File: src/rtl/ppu_sprite_scangen.sv
// Per-scanline sprite pixel generator: captures up to NUM_SLOTS sprite descriptors,
// fetches their pattern bytes and shifts out the winning sprite pixel each pixel clock.
module ppu_sprite_scangen #(
   parameter int         NUM_SLOTS = 8,
   parameter logic [7:0] EMPTY_X   = 8'd255
) (
   input  logic        clk_100mhz,
   input  logic        rst_n,
   input  logic        hsync,
   input  logic        pixel_en,
   input  logic        shift_enable,
   input  logic        load_sprite,
   input  logic [2:0]  sprite_yoffset,
   input  logic [7:0]  sprite_tile_num,
   input  logic [7:0]  sprite_attr,
   input  logic [7:0]  sprite_xpos,
   output logic        pat_rd,
   output logic [11:0] pat_addr,
   input  logic [7:0]  pat_dout,
   output logic [1:0]  spr_pix,
   output logic [1:0]  spr_pal,
   output logic        spr_pri,
   output logic        spr_zero,
   output logic        load_ovf
);

   typedef enum logic [1:0] {IDLE, RD_LO, RD_HI, CAP_HI} fetch_state_t;

   fetch_state_t state;
   logic         hsync_q;
   logic         load_q;
   logic [2:0]   slot_idx;
   logic         slots_full;

   logic [7:0]   tile_q;
   logic [2:0]   row_q;
   logic [1:0]   pal_q;
   logic         pri_q;
   logic         hflip_q;
   logic [7:0]   xpos_q;
   logic [7:0]   lo_cap;

   logic [7:0]   slot_lo   [NUM_SLOTS];
   logic [7:0]   slot_hi   [NUM_SLOTS];
   logic [7:0]   slot_xcnt [NUM_SLOTS];
   logic [3:0]   slot_left [NUM_SLOTS];
   logic [1:0]   slot_pal  [NUM_SLOTS];
   logic         slot_pri  [NUM_SLOTS];
   logic [NUM_SLOTS-1:0] slot_valid;

   logic         line_start;
   logic         load_edge;
   logic         load_accept;
   logic         advance;
   logic [2:0]   row_sel;
   logic         attr_unused;

   logic [1:0]   win_pix_p0;
   logic [1:0]   win_pal_p0;
   logic         win_pri_p0;
   logic         win_zero_p0;

   function automatic logic [7:0] bit_rev(input logic [7:0] b);
      logic [7:0] r;
      for (int i = 0; i < 8; i++) r[i] = b[7-i];
      return r;
   endfunction

   assign line_start  = hsync & ~hsync_q;
   assign load_edge   = load_sprite & ~load_q;
   // A line start frees all slots, so a coincident load always finds room in slot 0.
   assign load_accept = load_edge & (state == IDLE) & (line_start | ~slots_full);
   assign advance     = pixel_en & shift_enable;
   assign row_sel     = sprite_attr[7] ? (3'd7 - sprite_yoffset) : sprite_yoffset;
   assign attr_unused = ^sprite_attr[4:2];

   always_ff @(posedge clk_100mhz) begin
      if (!rst_n) begin
         state      <= IDLE;
         pat_rd     <= 1'b0;
         pat_addr   <= '0;
         slot_idx   <= '0;
         slots_full <= 1'b0;
         slot_valid <= '0;
         load_ovf   <= 1'b0;
         hsync_q    <= 1'b0;
         load_q     <= 1'b0;
      end else begin
         hsync_q <= hsync;
         load_q  <= load_sprite;
         case (state)
            IDLE: begin
               if (load_accept) begin
                  state    <= RD_LO;
                  pat_rd   <= 1'b1;
                  pat_addr <= {sprite_tile_num, 1'b0, row_sel};
               end
            end
            RD_LO: begin
               state    <= RD_HI;
               pat_addr <= {tile_q, 1'b1, row_q};
            end
            RD_HI: begin
               state  <= CAP_HI;
               pat_rd <= 1'b0;
            end
            CAP_HI: begin
               state                <= IDLE;
               slot_valid[slot_idx] <= (xpos_q != EMPTY_X);
               slot_idx             <= slot_idx + 3'd1;
               if (slot_idx == 3'(NUM_SLOTS - 1)) slots_full <= 1'b1;
            end
            default: state <= IDLE;
         endcase
         if (load_edge && !load_accept) load_ovf <= 1'b1;
         if (line_start) begin
            slot_idx   <= '0;
            slots_full <= 1'b0;
            slot_valid <= '0;
            load_ovf   <= 1'b0;
         end
      end
   end

   // Descriptor latch, byte capture and per-slot shifters (data path, no reset).
   always_ff @(posedge clk_100mhz) begin
      if (load_accept) begin
         tile_q  <= sprite_tile_num;
         row_q   <= row_sel;
         pal_q   <= sprite_attr[1:0];
         pri_q   <= sprite_attr[5];
         hflip_q <= sprite_attr[6];
         xpos_q  <= sprite_xpos;
      end
      if (state == RD_HI) lo_cap <= hflip_q ? bit_rev(pat_dout) : pat_dout;
      for (int s = 0; s < NUM_SLOTS; s++) begin
         if (advance) begin
            if (slot_xcnt[s] != 8'd0) begin
               slot_xcnt[s] <= slot_xcnt[s] - 8'd1;
            end else if (slot_left[s] != 4'd0) begin
               slot_lo[s]   <= {slot_lo[s][6:0], 1'b0};
               slot_hi[s]   <= {slot_hi[s][6:0], 1'b0};
               slot_left[s] <= slot_left[s] - 4'd1;
            end
         end
         if (state == CAP_HI && slot_idx == 3'(s)) begin
            slot_lo[s]   <= lo_cap;
            slot_hi[s]   <= hflip_q ? bit_rev(pat_dout) : pat_dout;
            slot_xcnt[s] <= xpos_q;
            slot_left[s] <= 4'd8;
            slot_pal[s]  <= pal_q;
            slot_pri[s]  <= pri_q;
         end
      end
   end

   always_comb begin
      win_pix_p0  = '0;
      win_pal_p0  = '0;
      win_pri_p0  = 1'b0;
      win_zero_p0 = 1'b0;
      for (int s = NUM_SLOTS - 1; s >= 0; s--) begin
         if (slot_valid[s] && slot_xcnt[s] == 8'd0 && slot_left[s] != 4'd0 &&
             {slot_hi[s][7], slot_lo[s][7]} != 2'b00) begin
            win_pix_p0  = {slot_hi[s][7], slot_lo[s][7]};
            win_pal_p0  = slot_pal[s];
            win_pri_p0  = slot_pri[s];
            win_zero_p0 = (s == 0);
         end
      end
   end

   // Output stage: winner registered on each advance, blanked outside the active region.
   always_ff @(posedge clk_100mhz) begin
      if (!rst_n || !shift_enable) begin
         spr_pix  <= '0;
         spr_pal  <= '0;
         spr_pri  <= 1'b0;
         spr_zero <= 1'b0;
      end else if (pixel_en) begin
         spr_pix  <= win_pix_p0;
         spr_pal  <= win_pal_p0;
         spr_pri  <= win_pri_p0;
         spr_zero <= win_zero_p0;
      end
   end

endmodule

File: config.mk
export PLATFORM = sky130hd
export DESIGN_NAME = ppu_sprite_scangen
export DESIGN_NICKNAME = d
export VERILOG_FILES = /design/src/rtl/ppu_sprite_scangen.sv
export SDC_FILE = /design/constraint.sdc
export NUM_CORES = 1
export LEC_CHECK = 0
export CAP_MARGIN = 20
export CORE_ASPECT_RATIO = 1.4
export CORE_MARGIN = 2
export CORE_UTILIZATION = 66
export CTS_CLUSTER_SIZE = 30
export DETAILED_ROUTE_END_ITERATION = 16
export PLACE_DENSITY = 0.86
export RECOVER_POWER = 25
export SLEW_MARGIN = 20
export SYNTH_ARGS = -nofsm -noshare
export SYNTH_HDL_FRONTEND = slang
export SYNTH_SLANG_ARGS = --single-unit
File: constraint.sdc
create_clock -name clk_100mhz -period 8.55 [get_ports clk_100mhz]
set_input_delay 1.71 -clock clk_100mhz [delete_from_list [all_inputs] [get_ports clk_100mhz]]
set_output_delay 1.71 -clock clk_100mhz [all_outputs]
set_load 0.01 [all_outputs]
==> run_results.csv <==
group,metric,value,unit
clock_network,post_cts_buffers,0,
sta,layout_setup_ws,4.15,ns
worst_setup_path,worstPathArrival,4.68,ns
global_route,grt_usage,0.290,
worst_setup_path,worst_r2r_endpoint,"slot_xcnt[0][6]",
floorplan,coreArea,21800,sq um
synth,async_flop_share,0,
worst_setup_path,cp_max_fo,34,
power,ir_worst_vdd,0.212,mV
hold_path,min_path_type,"flip-flop to flip-flop",
floorplan,start_util,0.672,
global_route,grt_use_met2,0.514,
synth,synth_area,14600,sq um
global_route,grt_pass1_vias,10400,
job,maxCapViolations,3,
worst_setup_path,r2r_setup_slack,4.15,ns
outcome,outcome,"complete, but fails checks",
synth,ys_seq_area_frac,0.619,
sta,period_share,0.515,
sta,fin_crit,4.40,ns
placed_design,dpl.hpwl,22.3,mm
sta,maxClockFrequency,0.227,GHz
sta,drv_slew,66,
sta,tns,0,ns
finish,fin_area,16400,sq um
placed_design,portBuffers,57,
clock_network,clockBufferDepth,3,
worst_setup_path,end_kind,"flip-flop",
placed_design,dp_slack,4.08,ns
clock_network,h-tree-depth,1,
global_route,grt_max_degree,35,
placed_design,gp_congestion,0.905,
synth,yosysWarnings,0,
clock_network,hold_buffers,0,
synth,syn_inst,1342,
worst_setup_path,rr_worst_depth,7,
worst_setup_path,path_class,"flip-flop to flip-flop",
sta,setup_violations,0,
detailed_routing,viasPerCell,6.09,
synth,ys_ff_latch,315,
finish,fin_nets,1449,
placed_design,place_area,15400,sq um
global_route,antenna_found_initial,0,
detailed_routing,drc,0,
synth,synth_flop_cell,"edfxtp_1",
worst_setup_path,regToRegStartpoint,"state[1]",
floorplan,boundaryPins,61,
clock_network,worst_skew_pair.late_latency,0.56,ns
detailed_routing,wirelength,33.4,mm
floorplan,die_x,130,um
sta,rsz0062_at_grt,"no",
hold_path,whs_path_depth,2,
synth,synth_top_area_cell,"edfxtp_1",
finish,antenna_cells,0,
global_route,grt.met3_usage,0.0407,
hold_path,hp-start,"spr_pri",
worst_setup_path,worstPathRequired,8.83,ns
outcome,violations,"capacitance limit, slew limit",
global_route,grt_pass1_wl,52.6,mm
sta,hold_ws,0.480,ns
synth,synth_cell_types,62,
finish,drive_gt1_frac,0.0586,
sta,final-hold-violation-count,0,
power,powerDensity,217,nW/um^2
finish,multi_input_area,5090,sq um
detailed_routing,ant_nets,0,
global_route,gr-total-overflow,0,
clock_network,cts_root_buffer,"clkbuf_16",
clock_network,cts_sinks,315,
synth,synth.net_count,1415,
finish,seqCellArea,9060,sq um
finish,area_growth_syn_to_layout,11.9,%
floorplan,dieArea,23400,sq um
detailed_routing,wire_per_inst,19.7,um
sta,slew_headroom,-0.128,
global_route,top_usage_layer,"met2",
floorplan,die-height,180,um
synth,synth-edff-count,275,
hold_path,min_to,"spr_pri",
synth,synth.area.top_cells,"edfxtp_1 (56%), nand2_1 (7.8%), dfxtp_1 (5.5%)",
clock_network,ctsResizeCount,0,
floorplan,num_rows,64,
clock_network,cts_tree,"yes",
sta,skew,0.0185,ns
synth,yosys.area.top_type_share,0.565,
synth,synth.avg_cell_area,10.9,sq um
global_route,use_met1,0.340,
clock_network,cts_buffers,29,
sta,tightest_slew,1.69,ns
detailed_routing,dr_total_vias,10300,
power,p_leak,6.06,nW
detailed_routing,firstDrtPassIters,7,
finish,fin_util,0.752,
worst_setup_path,start_kind,"flip-flop",
clock_network,clkSlewWorstSetupHoldPaths,0.06,ns
finish,nFillCells,1389,
finish,final_common_cell,"nand2_1",
detailed_routing,drt_iter0_markers,1024,
finish,final_cell_mix,"nand2_1 (305), edfxtp_1 (275), nor2_1 (114)",
==> power breakdown <==
group | internal [mW] | total (mW) | switching (mW) | leakage (nW)
Combinational | 0.157 | 0.370 | 0.213 | 2.76
Clock | 0.714 | 1.29 | 0.573 | 0.446
Sequential | 1.79 | 1.90 | 0.114 | 2.85
Total | 2.66 | 3.56 | 0.900 | 6.06
==> state kept, by name, summed over array words and instances (netlist names), 2 cells and up <==
signal	count
lo_cap	8
pal_q	2
pat_addr	12
row_q	3
slot_hi	64
slot_idx	3
slot_left	32
slot_lo	64
slot_pal	16
slot_pri	8
slot_valid	8
slot_xcnt	64
spr_pal	2
spr_pix	2
state	2
tile_q	8
xpos_q	8
==> routing by layer <==
layer	wire, um	vias up
li1	-	4769
met1	12100	4969
met2	17400	461
met3	2210	129
met4	1650	0
met5	0	-
==> worst max path at each step <==
stage,endpoint,cells past startpoint,from
2_1_floorplan,slot_hi[1][16],2,shift_enable
3_3_place_gp,slot_left[1][12],4,pixel_en
3_5_place_dp,slot_left[1][15],4,pixel_en
4_1_cts,slot_lo[1][28],4,pixel_en
5_1_grt,slot_xcnt[0][5],7,state[0]
6_report,slot_xcnt[0][6],7,state[1]
==> cell usage after synthesis, types with 3 or more instances <==
library cell	instances
nand2_1	305
edfxtp_1	275
nor2_1	114
o21ai_0	112
inv_1	69
clkbuf_1	64
xnor2_1	47
dfxtp_1	40
a21oi_1	33
ha_1	32
mux2i_1	31
nor3_1	24
xor2_1	17
nor4_1	15
nand3_1	14
o211a_1	13
nor3b_1	12
and2_1	11
nand4_1	10
and3_1	9
a31oi_1	8
mux2_2	7
or3b_2	7
or4_1	6
nor4b_1	5
o21ai_1	4
o31a_1	4
a211oi_1	3
a2bb2oi_1	3
buf_2	3
nand2b_1	3
nor2b_1	3
o31ai_1	3
==> through the flow <==
step / cells / power, mW
after floorplan: 1342 / 2.12
after global placement: 1639 / 2.27
after detailed placement: 1640 / 2.29
after CTS: 1694 / 3.56
after global routing: 1696 / 3.66
final: 1696 / 3.56
==> kinds of logic (layout without fill, tap and decap cells) <==
group | count (synthesis) | in the layout | synth area share
AND/OR/NAND/NOR | 552 | 552 | 0.169
adder cells (fa/ha/maj) | 32 | 32 | 0.0274
multiplexers | 38 | 38 | 0.0266
AO/OA/AOI/OAI | 203 | 203 | 0.0837
XOR/XNOR | 64 | 64 | 0.0383
flip-flops | 315 | 315 | 0.619
buffers and inverters | 138 | 195 | 0.0357
==> layout make-up <==
class                   instances  share of cell area
inverters                      70              0.0160
repair buffers                 71              0.0393
clock buffers                  30              0.0446
well taps                     297              0.0227
multi-input cells             889               0.311
clock inverters                24              0.0131
flip-flops and latches        315               0.553
==> worst max-delay path: stages, from the launching register on <==
cell	delay [ns]
dfxtp_1	0.37
ha_1	0.41
nor2b_1	0.29
nand2_1	0.12
clkbuf_1	1.22
clkinv_1	1.22
nand2_1	0.34
o21ai_0	0.14
Note: power is estimated with default switching activity, not from simulation.
==> variant (same settings) <==
Change the parameter `NUM_SLOTS` from 8 to 4.
--- a/src/rtl/ppu_sprite_scangen.sv
+++ b/src/rtl/ppu_sprite_scangen.sv
@@ -3,3 +3,3 @@
 module ppu_sprite_scangen #(
-   parameter int         NUM_SLOTS = 8,
+   parameter int         NUM_SLOTS = 4,
    parameter logic [7:0] EMPTY_X   = 8'd255
Check against the original RTL: no difference found for any inputs over 4 cycles, from zero or initial values and one cycle with rst_n low; that may be too few to reach the edited logic, so the function may still have changed.
==> variant against the unedited design <==
  * The flow still finishes with violations (max-capacitance violations, max-slew violations)
  * Synthesized cell count decreased by 45%
  * Clock skew decreased by 3.3 ps
  * Sequential cell count decreased by 128
  * Design area decreased by 42%
  * First-iteration DRC count decreased by 48%
  * Setup slack improved by 470 ps
  * Synthesized area decreased by 43%
  * Non-clock buffer count decreased by 9
  * Wire length decreased by 48%
  * Combinational power decreased by 13%
  * Power decreased by 36%
  * Critical path type unchanged
  * Largest cell class unchanged
==> variant: results (changes against the unedited design) <==
{
  "pwr": {
    "vdd_drop_max": {"value": 191, "unit": "µV", "change": "was 212 µV"},
    "leakagePower": {"value": 3.62, "unit": "nW", "change": "was 6.06 nW"}
  },
  "worst_setup_path": {
    "path_max_fanout": {"value": 31, "change": "was 34"},
    "worst-endpoint-arrival": {"value": 4050, "unit": "ps", "change": "was 4680 ps"},
    "crit-reg2reg-capture": {"value": "slot_hi[1][0]", "change": "was slot_xcnt[0][6]"},
    "worst-r2r-cell-count": {"value": 6, "change": "was 7"},
    "critPathMaxStageDelay": {"value": 1050, "unit": "ps", "change": "was 1220 ps"}
  },
  "route": {
    "finalWirelength": {"value": 17.3, "unit": "mm", "change": "was 33.4 mm"},
    "drt_first_iter_violations": {"value": 535, "change": "was 1,024"}
  },
  "synth": {
    "synthTopCellsByCount": {"value": "nand2_1, edfxtp_1, o21ai_0", "change": "was nand2_1, edfxtp_1, nor2_1"},
    "synth_edf_count": {"value": 151, "change": "was 275"},
    "synth_area_leaders": {"value": "edfxtp_1, dfxtp_1, nand2_1", "change": "was edfxtp_1, nand2_1, dfxtp_1"},
    "syn_nets": {"value": 793, "change": "was 1,415"},
    "synthDistinctLibCells": {"value": 49, "change": "was 62"}
  },
  "placed_design": {
    "gpl.final_weighted_congestion": {"value": 0.874, "change": "was 0.905"},
    "estimated_wirelength_of_the_detail_placed_design": {"value": 11.4, "unit": "mm", "change": "was 22.3 mm"}
  },
  "timing": {
    "clock_tree_skew_after_final_layout": {"value": 15.2, "unit": "ps", "change": "was 18.5 ps"},
    "hold_slack": {"value": 481, "unit": "ps", "change": "was 480 ps"},
    "final_max_slew_viol_count": {"value": 33, "change": "was 66"}
  },
  "finish": {
    "drive_above_1_share": {"value": 0.0614, "change": "was 0.0586"},
    "num-nets-final": {"value": 845, "change": "was 1,449"},
    "largest_registers": {"value": "slot_hi: 32 flops, slot_lo: 32 flops, slot_xcnt: 32 flops", "change": "was slot_hi: 64 flops, slot_lo: 64 flops, slot_xcnt: 64 flops"}
  },
  "job": {
    "cap_viol_max_count": {"value": 1, "change": "was 3"}
  },
  "status": {
    "violated_checks": {"value": "max-capacitance violations, max-slew violations", "change": "unchanged"},
    "run_status": {"value": "finished, violations left", "change": "unchanged"}
  },
  "clock_tree": {
    "number_of_levels_the_h_tree_was_split_into": {"value": 4, "change": "was 1"},
    "cts_buffers": {"value": 17, "change": "was 29"},
    "cts.path.max_buffers": {"value": 2, "change": "was 3"},
    "worst_skew_pair.late_latency": {"value": 430, "unit": "ps", "change": "was 560 ps"}
  },
  "global_route": {
    "grt_start_max_net_pins": {"value": 33, "change": "was 35"},
    "grt_util_all_layers": {"value": 0.269, "change": "was 0.290"},
    "grt_pass1_wl": {"value": 28.0, "unit": "mm", "change": "was 52.6 mm"}
  }
}
variant: cells by family after synthesis:
group | count (synthesis) | share of synthesized area
fa+ha+maj | 19 | 0.0286
compound gates | 121 | 0.0877
xor+xnor | 33 | 0.0348
flops | 187 | 0.633
mux | 24 | 0.0289
buf+inv | 72 | 0.0357
simple gates | 277 | 0.152
variant: worst max path at each step:
| stage | startpoint | end | slack (ps) | depth (start not counted) |
|---|---|---|---|---|
| 3_5_place_dp | pixel_en | slot_xcnt[0][0] | 4410 | 3 |
| 2_1_floorplan | pixel_en | slot_hi[1][10] | 4500 | 3 |
| 3_3_place_gp | pixel_en | slot_hi[0][8] | 4510 | 3 |
| 5_1_grt | state[0] | slot_lo[2][2] | 4490 | 6 |
| 6_report | state[0] | slot_hi[1][0] | 4620 | 6 |
| 4_1_cts | pixel_en | slot_xcnt[0][5] | 4880 | 3 |
variant: final cells by class:
| cell class | instances | area, µm² |
|---|---|---|
| fillers | 708 | 2750 |
| well taps | 150 | 188 |
| repair buffers | 62 | 601 |
| multi-input cells | 474 | 2770 |
| clock inverters | 11 | 120 |
| flip-flops and latches | 187 | 5260 |
| inverters | 43 | 161 |
| clock buffers | 21 | 460 |
variant: metal layers:
metal	global-route usage	share of wire	vias up
li1	-	-	2679
met2	0.474	0.54	197
met4	0.132	0.029	0
met3	0.0572	0.058	43
met5	0	0	-
met1	0.309	0.37	2796
variant: tightest hold or removal path, cell delays in order, from the launching register on:
cell	delay (ps)
dfxtp_1	330
a32oi_1	60
o21ai_1	60
variant: report_power, final:
part	switching (mW)	internal, mW
clock	0.328	0.445
combinational	0.179	0.144
sequential	0.0734	1.09
variant: stage by stage:
| stage | power (mW) | std cells | setup WS, ps | cell area [µm²] |
|---|---|---|---|---|
| after global placement | 1.47 | 916 | 4510 | 8980 |
| after detailed placement | 1.50 | 916 | 4410 | 8980 |
| after global routing | 2.34 | 948 | 4490 | 9560 |
| after CTS | 2.27 | 948 | 4880 | 9560 |
| final | 2.26 | 948 | 4620 | 9560 |
| after floorplan | 1.36 | 733 | 4500 | 8310 |
